--- config.mk ---
export PLATFORM = sky130hd
export DESIGN_NAME = fetch_stage
export DESIGN_NICKNAME = d
export VERILOG_FILES = /design/src/rtl/cpu_pkg.sv /design/src/rtl/pc_next_sel.sv /design/src/rtl/fetch_stage.sv
export SDC_FILE = /design/constraint.sdc
export NUM_CORES = 1
export LEC_CHECK = 0
export ABC_AREA = 1
export BUFFER_PORTS_ARGS = -buffer_cell sky130_fd_sc_hd__buf_2
export CAP_MARGIN = 20
export CORE_MARGIN = 10
export CORE_UTILIZATION = 42
export DETAILED_ROUTE_END_ITERATION = 8
export PLACE_DENSITY = 0.66
export SLEW_MARGIN = 5
export SYNTH_ARGS = -nofsm -noshare
export SYNTH_HDL_FRONTEND = slang
export SYNTH_SLANG_ARGS = --single-unit
--- constraint.sdc ---
create_clock -name clk -period 2.3 [get_ports clk]
set_input_delay 0.575 -clock clk [delete_from_list [all_inputs] [get_ports clk]]
set_output_delay 0.575 -clock clk [all_outputs]
set_load 0.01 [all_outputs]
--- src/rtl/cpu_pkg.sv ---
// Shared types and constants for the CPU front end: fetch FSM states,
// well-known opcodes and instruction field positions.
package cpu_pkg;

    typedef enum logic [1:0] {
        BOOT,
        FETCH,
        HOLD
    } fetch_state_t;

    localparam logic [31:0] NOP_INSTR = 32'h0000_0000;
    localparam logic [5:0]  OPC_J     = 6'b000010;
    localparam logic [5:0]  OPC_BEQ   = 6'b000100;

    localparam int unsigned OPC_MSB = 31;
    localparam int unsigned OPC_LSB = 26;
    localparam int unsigned IDX_MSB = 25;
    localparam int unsigned IDX_LSB = 0;

    function automatic logic [5:0] opcode_of(input logic [31:0] instr);
        return instr[OPC_MSB:OPC_LSB];
    endfunction

endpackage

--- src/rtl/pc_next_sel.sv ---
// Combinational next-PC selection: sequential PC+4 and the redirect target,
// with a taken branch winning over a jump decoded in the same cycle.
module pc_next_sel
    import cpu_pkg::*;
#(
    parameter int unsigned ADDR_W = 32
) (
    input  logic [ADDR_W-1:0]      pc,
    input  logic                   branch_taken,
    input  logic [ADDR_W-1:0]      branch_target,
    input  logic                   jump,
    input  logic [IDX_MSB:IDX_LSB] jump_index,
    input  logic [ADDR_W-1:0]      id_pc_plus4,
    output logic [ADDR_W-1:0]      pc_plus4,
    output logic                   redirect,
    output logic [ADDR_W-1:0]      redirect_target
);

    always_comb begin
        pc_plus4        = pc + ADDR_W'(4);
        redirect        = branch_taken | jump;
        redirect_target = pc_plus4;
        if (branch_taken) begin
            redirect_target = branch_target & ~ADDR_W'(3);
        end else if (jump) begin
            // Jump keeps the 256 MB region of the instruction after the J.
            redirect_target = (id_pc_plus4 & 32'hF000_0000) | {4'b0000, jump_index, 2'b00};
        end
    end

endmodule

--- src/rtl/fetch_stage.sv ---
// Instruction fetch stage: PC, req/ack fetch handshake, one-entry skid for
// words returned under stall, and the IF/ID pipeline register.
module fetch_stage
    import cpu_pkg::*;
#(
    parameter logic [31:0] RESET_PC = 32'h0000_0000,
    parameter int unsigned ADDR_W   = 32
) (
    input  logic              clk,
    input  logic              rst_n,
    output logic              imem_req,
    output logic [ADDR_W-1:0] imem_addr,
    input  logic              imem_ack,
    input  logic [31:0]       imem_rdata,
    input  logic              stall,
    input  logic              branch_taken,
    input  logic [ADDR_W-1:0] branch_target,
    input  logic              jump,
    input  logic [25:0]       jump_index,
    output logic [ADDR_W-1:0] pc,
    output logic              id_valid,
    output logic [31:0]       id_instr,
    output logic [ADDR_W-1:0] id_pc_plus4,
    output logic [5:0]        id_opcode
);

    fetch_state_t      state_q, state_d;
    logic [ADDR_W-1:0] pc_q, pc_d;
    logic              id_valid_q, id_valid_d;
    logic [31:0]       id_instr_q, id_instr_d;
    logic [ADDR_W-1:0] id_pc_plus4_q, id_pc_plus4_d;
    logic [31:0]       skid_q, skid_d;
    logic              redir_pend_q, redir_pend_d;
    logic [ADDR_W-1:0] redir_tgt_q, redir_tgt_d;

    logic [ADDR_W-1:0] pc_plus4;
    logic              redirect;
    logic [ADDR_W-1:0] redirect_target;

    pc_next_sel #(
        .ADDR_W(ADDR_W)
    ) u_pc_next_sel (
        .pc             (pc_q),
        .branch_taken   (branch_taken),
        .branch_target  (branch_target),
        .jump           (jump),
        .jump_index     (jump_index),
        .id_pc_plus4    (id_pc_plus4_q),
        .pc_plus4       (pc_plus4),
        .redirect       (redirect),
        .redirect_target(redirect_target)
    );

    always_comb begin
        state_d       = state_q;
        pc_d          = pc_q;
        id_valid_d    = id_valid_q;
        id_instr_d    = id_instr_q;
        id_pc_plus4_d = id_pc_plus4_q;
        skid_d        = skid_q;
        redir_pend_d  = redir_pend_q;
        redir_tgt_d   = redir_tgt_q;

        unique case (state_q)
            BOOT: begin
                state_d = FETCH;
                if (redirect) begin
                    pc_d       = redirect_target;
                    id_valid_d = 1'b0;
                end
            end
            FETCH: begin
                if (imem_ack) begin
                    if (redirect) begin
                        pc_d         = redirect_target;
                        id_valid_d   = 1'b0;
                        redir_pend_d = 1'b0;
                    end else if (redir_pend_q) begin
                        pc_d         = redir_tgt_q;
                        id_valid_d   = 1'b0;
                        redir_pend_d = 1'b0;
                    end else if (stall) begin
                        skid_d  = imem_rdata;
                        pc_d    = pc_plus4;
                        state_d = HOLD;
                    end else begin
                        id_instr_d    = imem_rdata;
                        id_pc_plus4_d = pc_plus4;
                        id_valid_d    = 1'b1;
                        pc_d          = pc_plus4;
                    end
                end else if (redirect) begin
                    // Address must stay put until the in-flight word returns.
                    redir_tgt_d  = redirect_target;
                    redir_pend_d = 1'b1;
                    id_valid_d   = 1'b0;
                end else if (!stall) begin
                    id_valid_d = 1'b0;
                end
            end
            HOLD: begin
                if (redirect) begin
                    pc_d       = redirect_target;
                    id_valid_d = 1'b0;
                    state_d    = FETCH;
                end else if (!stall) begin
                    // pc already advanced past the skid word, so it is that word's PC+4.
                    id_instr_d    = skid_q;
                    id_pc_plus4_d = pc_q;
                    id_valid_d    = 1'b1;
                    state_d       = FETCH;
                end
            end
            default: state_d = BOOT;
        endcase
    end

    always_ff @(posedge clk or negedge rst_n) begin
        if (!rst_n) begin
            state_q       <= BOOT;
            pc_q          <= RESET_PC;
            id_valid_q    <= 1'b0;
            id_instr_q    <= NOP_INSTR;
            id_pc_plus4_q <= '0;
            skid_q        <= '0;
            redir_pend_q  <= 1'b0;
            redir_tgt_q   <= '0;
        end else begin
            state_q       <= state_d;
            pc_q          <= pc_d;
            id_valid_q    <= id_valid_d;
            id_instr_q    <= id_instr_d;
            id_pc_plus4_q <= id_pc_plus4_d;
            skid_q        <= skid_d;
            redir_pend_q  <= redir_pend_d;
            redir_tgt_q   <= redir_tgt_d;
        end
    end

    assign imem_req    = (state_q == FETCH);
    assign imem_addr   = pc_q;
    assign pc          = pc_q;
    assign id_valid    = id_valid_q;
    assign id_instr    = id_instr_q;
    assign id_pc_plus4 = id_pc_plus4_q;
    assign id_opcode   = opcode_of(id_instr_q);

endmodule
======== Word level (Yosys, flattened, before mapping) ========
Cells that the tools add are included.
word-level totals
  flip-flop bits (word level) ............. 164
  input bits .............................. 96
cells by class
  equality and inequality tests ........... 13
  add/subtract/negate cells ............... 1
  reduce and logical (&&, ||, !) cells .... 13
  multiplexer cells ....................... 39
  bitwise logic cells ..................... 5
operator list
  cell                                                 number
  2-to-1 mux 32 bit                                    18
  case mux 32 bit (2 select lines)                     3
  adder 32 x 3 -> 32 bit, second input constant        1
  bitwise OR 32 x 28 -> 32 bit                         1
  2-to-1 mux 2 bit                                     6
  != test 2 bit, second input constant                 6
  2-to-1 mux 1 bit                                     10
  AND reduction 5 bit                                  2
  AND reduction 3 bit                                  3
  AND reduction 7 bit                                  1
  != test 2 x 1 -> 1 bit, second input constant        3
  case mux 2 bit (3 select lines)                      1
  nonzero test 2 bit                                   3
  != test 4 x 3 -> 1 bit, second input constant        1
  != test 3 bit, second input constant                 1
  inverter 1 bit                                       3
  case mux 1 bit (3 select lines)                      1
  nonzero test 3 bit                                   1
  equality test 2 x 1 -> 1 bit, second input constant  1
  equality test 2 bit, second input constant           1
  logical NOT 2 bit                                    1
  AND reduction 2 bit                                  1
  OR reduction 2 bit                                   1
  bitwise OR 1 bit                                     1

======== Logic depth before layout (Yosys ltp) ========
  word-level depth ........................ 6
  mapped depth ............................ 14

======== Cells and area by module ========
A second synthesis with hierarchy kept.
unflattened totals
  cells, all modules ...................... 1492
  area, all modules ....................... 10067.2 um2
modules (own cells, without submodules)
  module       cells each  times used  area an instance (um2)
  fetch_stage  1121        1           8433.1
  pc_next_sel  371         1           1634.1

======== Worst setup path after synthesis ========
No wires, ideal clock.
  kind .................................... register to register
  start point ............................. reg state_q[0]
  end point ............................... reg pc_q[29], in the netlist imem_addr[29]
  setup slack ............................. 457 ps
  arrival time ............................ 1726 ps
  library setup time ...................... 116 ps
  period minus slack after synthesis ...... 1843 ps
  path buffers ............................ 2
  cell stages (with the launch flop) ...... 15
  cells stage by stage .................... dfrtp_1 > inv_1 > ha_1 > buf_2 > nor2_4 > nand2_1 > nor2_4 > inv_2 > buf_6 > nor2_1 > nor2_1 > o21ai_0 > inv_1 > nand2_1 > nand2_1
between the ends
  cells in the longest elaborated chain, start to end .. 4
ends and longest elaborated chain
  what                                                                                  RTL line            text
  from (decl)                                                                           fetch_stage.sv:27   fetch_state_t state_q, state_d;
  from (signal assigned)                                                                fetch_stage.sv:129  state_q <= state_d;
  equality test 2 bit / logical NOT 2 bit (equally long branches)                       fetch_stage.sv:64   unique case (state_q)
  OR reduction 2 bit (no source line)                                                   -
  != test 2 x 1 -> 1 bit (no source line) / nonzero test 2 bit (equally long branches)  -
  AND reduction 3 bit (no source line)                                                  -
  to (signal assigned)                                                                  fetch_stage.sv:130  pc_q <= pc_d;
  to (decl)                                                                             fetch_stage.sv:28   logic [ADDR_W-1:0] pc_q, pc_d;
Parallel ways exist; a longest one is shown, timed or not.
A chain may end at the register's enable or synchronous reset.

======== Worst setup path in the final report ========
  start point ............................. reg state_q[0]
  end point ............................... reg id_pc_plus4_q[11], in the netlist id_pc_plus4[11]
between the ends
  cells in the longest elaborated chain, start to end .. 3
ends and longest elaborated chain
  what                                                                        RTL line            text
  equality test 2 bit / equality test 2 x 1 -> 1 bit (equally long branches)  fetch_stage.sv:64
  != test 2 bit (no source line) (tied with other cells)                      -
  AND reduction 7 bit (no source line)                                        -
  to (signal assigned)                                                        fetch_stage.sv:133  id_pc_plus4_q <= id_pc_plus4_d;
  to (decl)                                                                   fetch_stage.sv:31   logic [ADDR_W-1:0] id_pc_plus4_q, id_pc_plus4_d;
Parallel ways exist; a longest one is shown, timed or not.

==> impl_results.md <==
* CTS buffer count at 17
* Clock Skew at 0.00710 ns
* RSZ-0062 raised after global routing: false
* First-pass GRT wire length at 45.9 mm
* Max_cap viols at 0
* CP Cell Sequence: inv_1 > ha_2 > clkinv_1 > a211oi_2 > nand2_1 > buf_4 > a21oi_1 > o21ai_0 > o21a_1
* Area Growth Syn to Fin at 19.1%
* Hold WC Path Type: in -> async
* Met2 GRT Util at 31.5%
* Slowest cell on the critical path: dfrtp_1
* Post-synthesis register bit count at 164
* R2r startpoint: state_q[0]$_DFFE_PN0P_
* CTS Hold Bufs at 0
* Vias post-DR at 8711
* Critical Path AT at 2.34 ns
* Fmax at 494 MHz
* Max_slew headroom at 57.5%
* Critical path's top delay family: compound AO/OA/AOI/OAI gates
* Final nets at 1505
* Pin count of the biggest net entering global routing at 53
* Clk_lat worst skew at 0.42 ns
* Sum Neg Setup Slack at 0 ns
* Root Driver: clkbuf_16
* # port buffers at 229
* Die ar. at 0.0287 sq mm
* Min cycle time layout at 2.02 ns
* All-Layer GR Usage at 19.9%
* Cell Rows at 54
* Final Max Slew Viols at 0
* Final setup fails at 0
* Sequential area share after synthesis at 43.9%
* Fin. Hold Viols at 0
* Library cells used by synthesis at 40
* Async set or reset register ratio after synthesis at 100%
* Worst Path Max Fanout at 24
* Worst Tran Pin Value at 0.636 ns
* Final period util at 88.0%
* Worst path max stage delay at 0.44 ns
* Clock sinks at 164
* Num ports at 232
* GPL Wtd Cong at 0.982
* Crit path launch: state_q[0]$_DFFE_PN0P_
* Critical path type: reg -> reg
* Syn Inst Count at 1224
* Starting Density at 42.7%
* H-Tree Depth at 4
* Status: finished clean
* Vias in the first global route at 8495
* Clock transition at path regs at 0.07 ns
* Initial antenna violation count at 1
* Met1 usage at 25.6%
* Pleak at 5.59 nW
* DR iter-0 viols at 612
* Core area at 0.0219 sq mm
* Final WS setup at 0.276 ns
* EDFF count, synth at 0
* Die H at 169 microns
* Post-synthesis average cell area at 7.65 sq um
* Post-CTS sizing at 0
* Hold Slack at 0.0578 ns
* Setup crit end kind: flop
* Detailed Route WL at 29.4 mm
* WP buf/inv at 3
* Drt drc at 0
* Worst setup SP type: flop
* Reg-to-Reg End: id_pc_plus4[11]$_DFFE_PN0P_
* DRT Pass-1 Iters at 5
* GRT Residual Overflow at 0
* Cells on worst reg2reg path at 9
* Post-synthesis net count at 1325
* Post-CTS Setup Repair Bufs at 0
* Post-synthesis cell area at 0.00936 sq mm
* Required @ worst endpoint at 2.61 ns
* Ys flop type: dfrtp_1
* Worst reg2reg setup slack at 0.28 ns
* Clock Path Buffers at 2
* Antenna-violating nets left at 0
* Grt met3 use at 6.46%
* Pwr dens at 1350 mW/mm^2
* Routed WL per cell at 17.3 microns
* HPWL Detailed at 21.7 mm
* Maximum VDD drop at 0.000550 V
* Commonest non-fill, non-tap cell in the layout: nand2_1
* Pre-CTS setup slack at 0.175 ns
* Layout cells sized above 1 at 25.0%
* Most frequent cells in the layout: nand2_1 (327), buf_2 (228), nor2_1 (174)
* Yosys warns at 0
* Worst path depth at 9
* Non-Filler Instances at 1698
* Routed vias/inst at 5.13
* GRT Max-Usage Layer: met2
* Fin util at 50.9%
* TritonCTS clock tree: yes
* Die Wd at 169 microns
* Inst Count DP at 1665
-- metrics by stage --
stage / instance area, sq um / power (W)
finish: 11100 / 0.0150
floorplan: 9360 / 0.00974
CTS: 11100 / 0.0152
global placement: 10500 / 0.0120
detailed placement: 10500 / 0.0122
global route: 11100 / 0.0162
-- cell usage after synthesis (all sizes together) (10+ instances only) --
cell	n	share of area (%)
nor2	189	8.6
mux2	32	3.9
o21a	10	0.80
buf	84	6.4
nand3	66	3.7
a31oi	56	3.7
dfrtp	164	44
nand2	331	13
o21ai	83	4.4
clkbuf	19	0.76
a21oi	58	3.1
inv	89	3.6
-- flip-flops by register name, indices dropped and copies added (netlist names) --
signal and count:
redir_pend_q 1, state_q 2, id_valid 1, redir_tgt_q 32, id_pc_plus4 32, imem_addr 32
skid_q 32, id_instr 32
-- area by class of cell --
| cell class | instances | area, sq um |
|---|---|---|
| Fill cell | 2164 | 10700 |
| Multi-Input combinational cell | 868 | 4260 |
| Sequential cell | 164 | 4100 |
| Timing Repair Buffer | 264 | 1490 |
| Clock buffer | 19 | 453 |
| Tap cell | 280 | 350 |
| Inverter | 89 | 339 |
| Clock inverter | 13 | 146 |
| Antenna cell | 1 | 2.50 |
-- per-layer routing --
layer	part of all wire, %	routed length [microns]
met4	1.8	544
met2	46	13500
met3	9.7	2850
met5	0	0
met1	43	12600
-- where the power goes --
group / total [W] / switching [W] / leakage (nW) / internal, W
logic: 0.00674 / 0.00414 / 3.32 / 0.00260
clock network: 0.00293 / 0.00125 / 0.291 / 0.00168
registers: 0.00537 / 0.00116 / 1.98 / 0.00422
-- how the worst max path moves through the flow --
stage	endpoint	slack, ns
finish	id_pc_plus4[11]$_DFFE_PN0P_	0.28
floorplan	imem_addr[29]$_DFFE_PN0P_	0.46
global route	id_instr[12]$_DFFE_PN0P_	0.08
detailed placement	id_instr[15]$_DFFE_PN0P_	0.18
CTS	imem_req	0.26
global placement	id_pc_plus4[11]$_DFFE_PN0P_	0.20
-- kinds of logic (layout without fill, tap and decap cells) --
| group | count (synthesis) | count (layout) | share of synthesized area [%] |
|---|---|---|---|
| and+or+nand+nor | 597 | 597 | 26.4 |
| AOI/OAI and AO/OA | 226 | 226 | 13.8 |
| buffers and inverters | 192 | 385 | 10.7 |
| DFF | 164 | 164 | 43.9 |
| muxes | 32 | 32 | 3.85 |
| xor gates and xnor gates | 8 | 8 | 0.749 |
| adders and majority gates | 5 | 5 | 0.669 |
| other | 0 | 1 | 0 |
(Power assumes the default switching activity.)
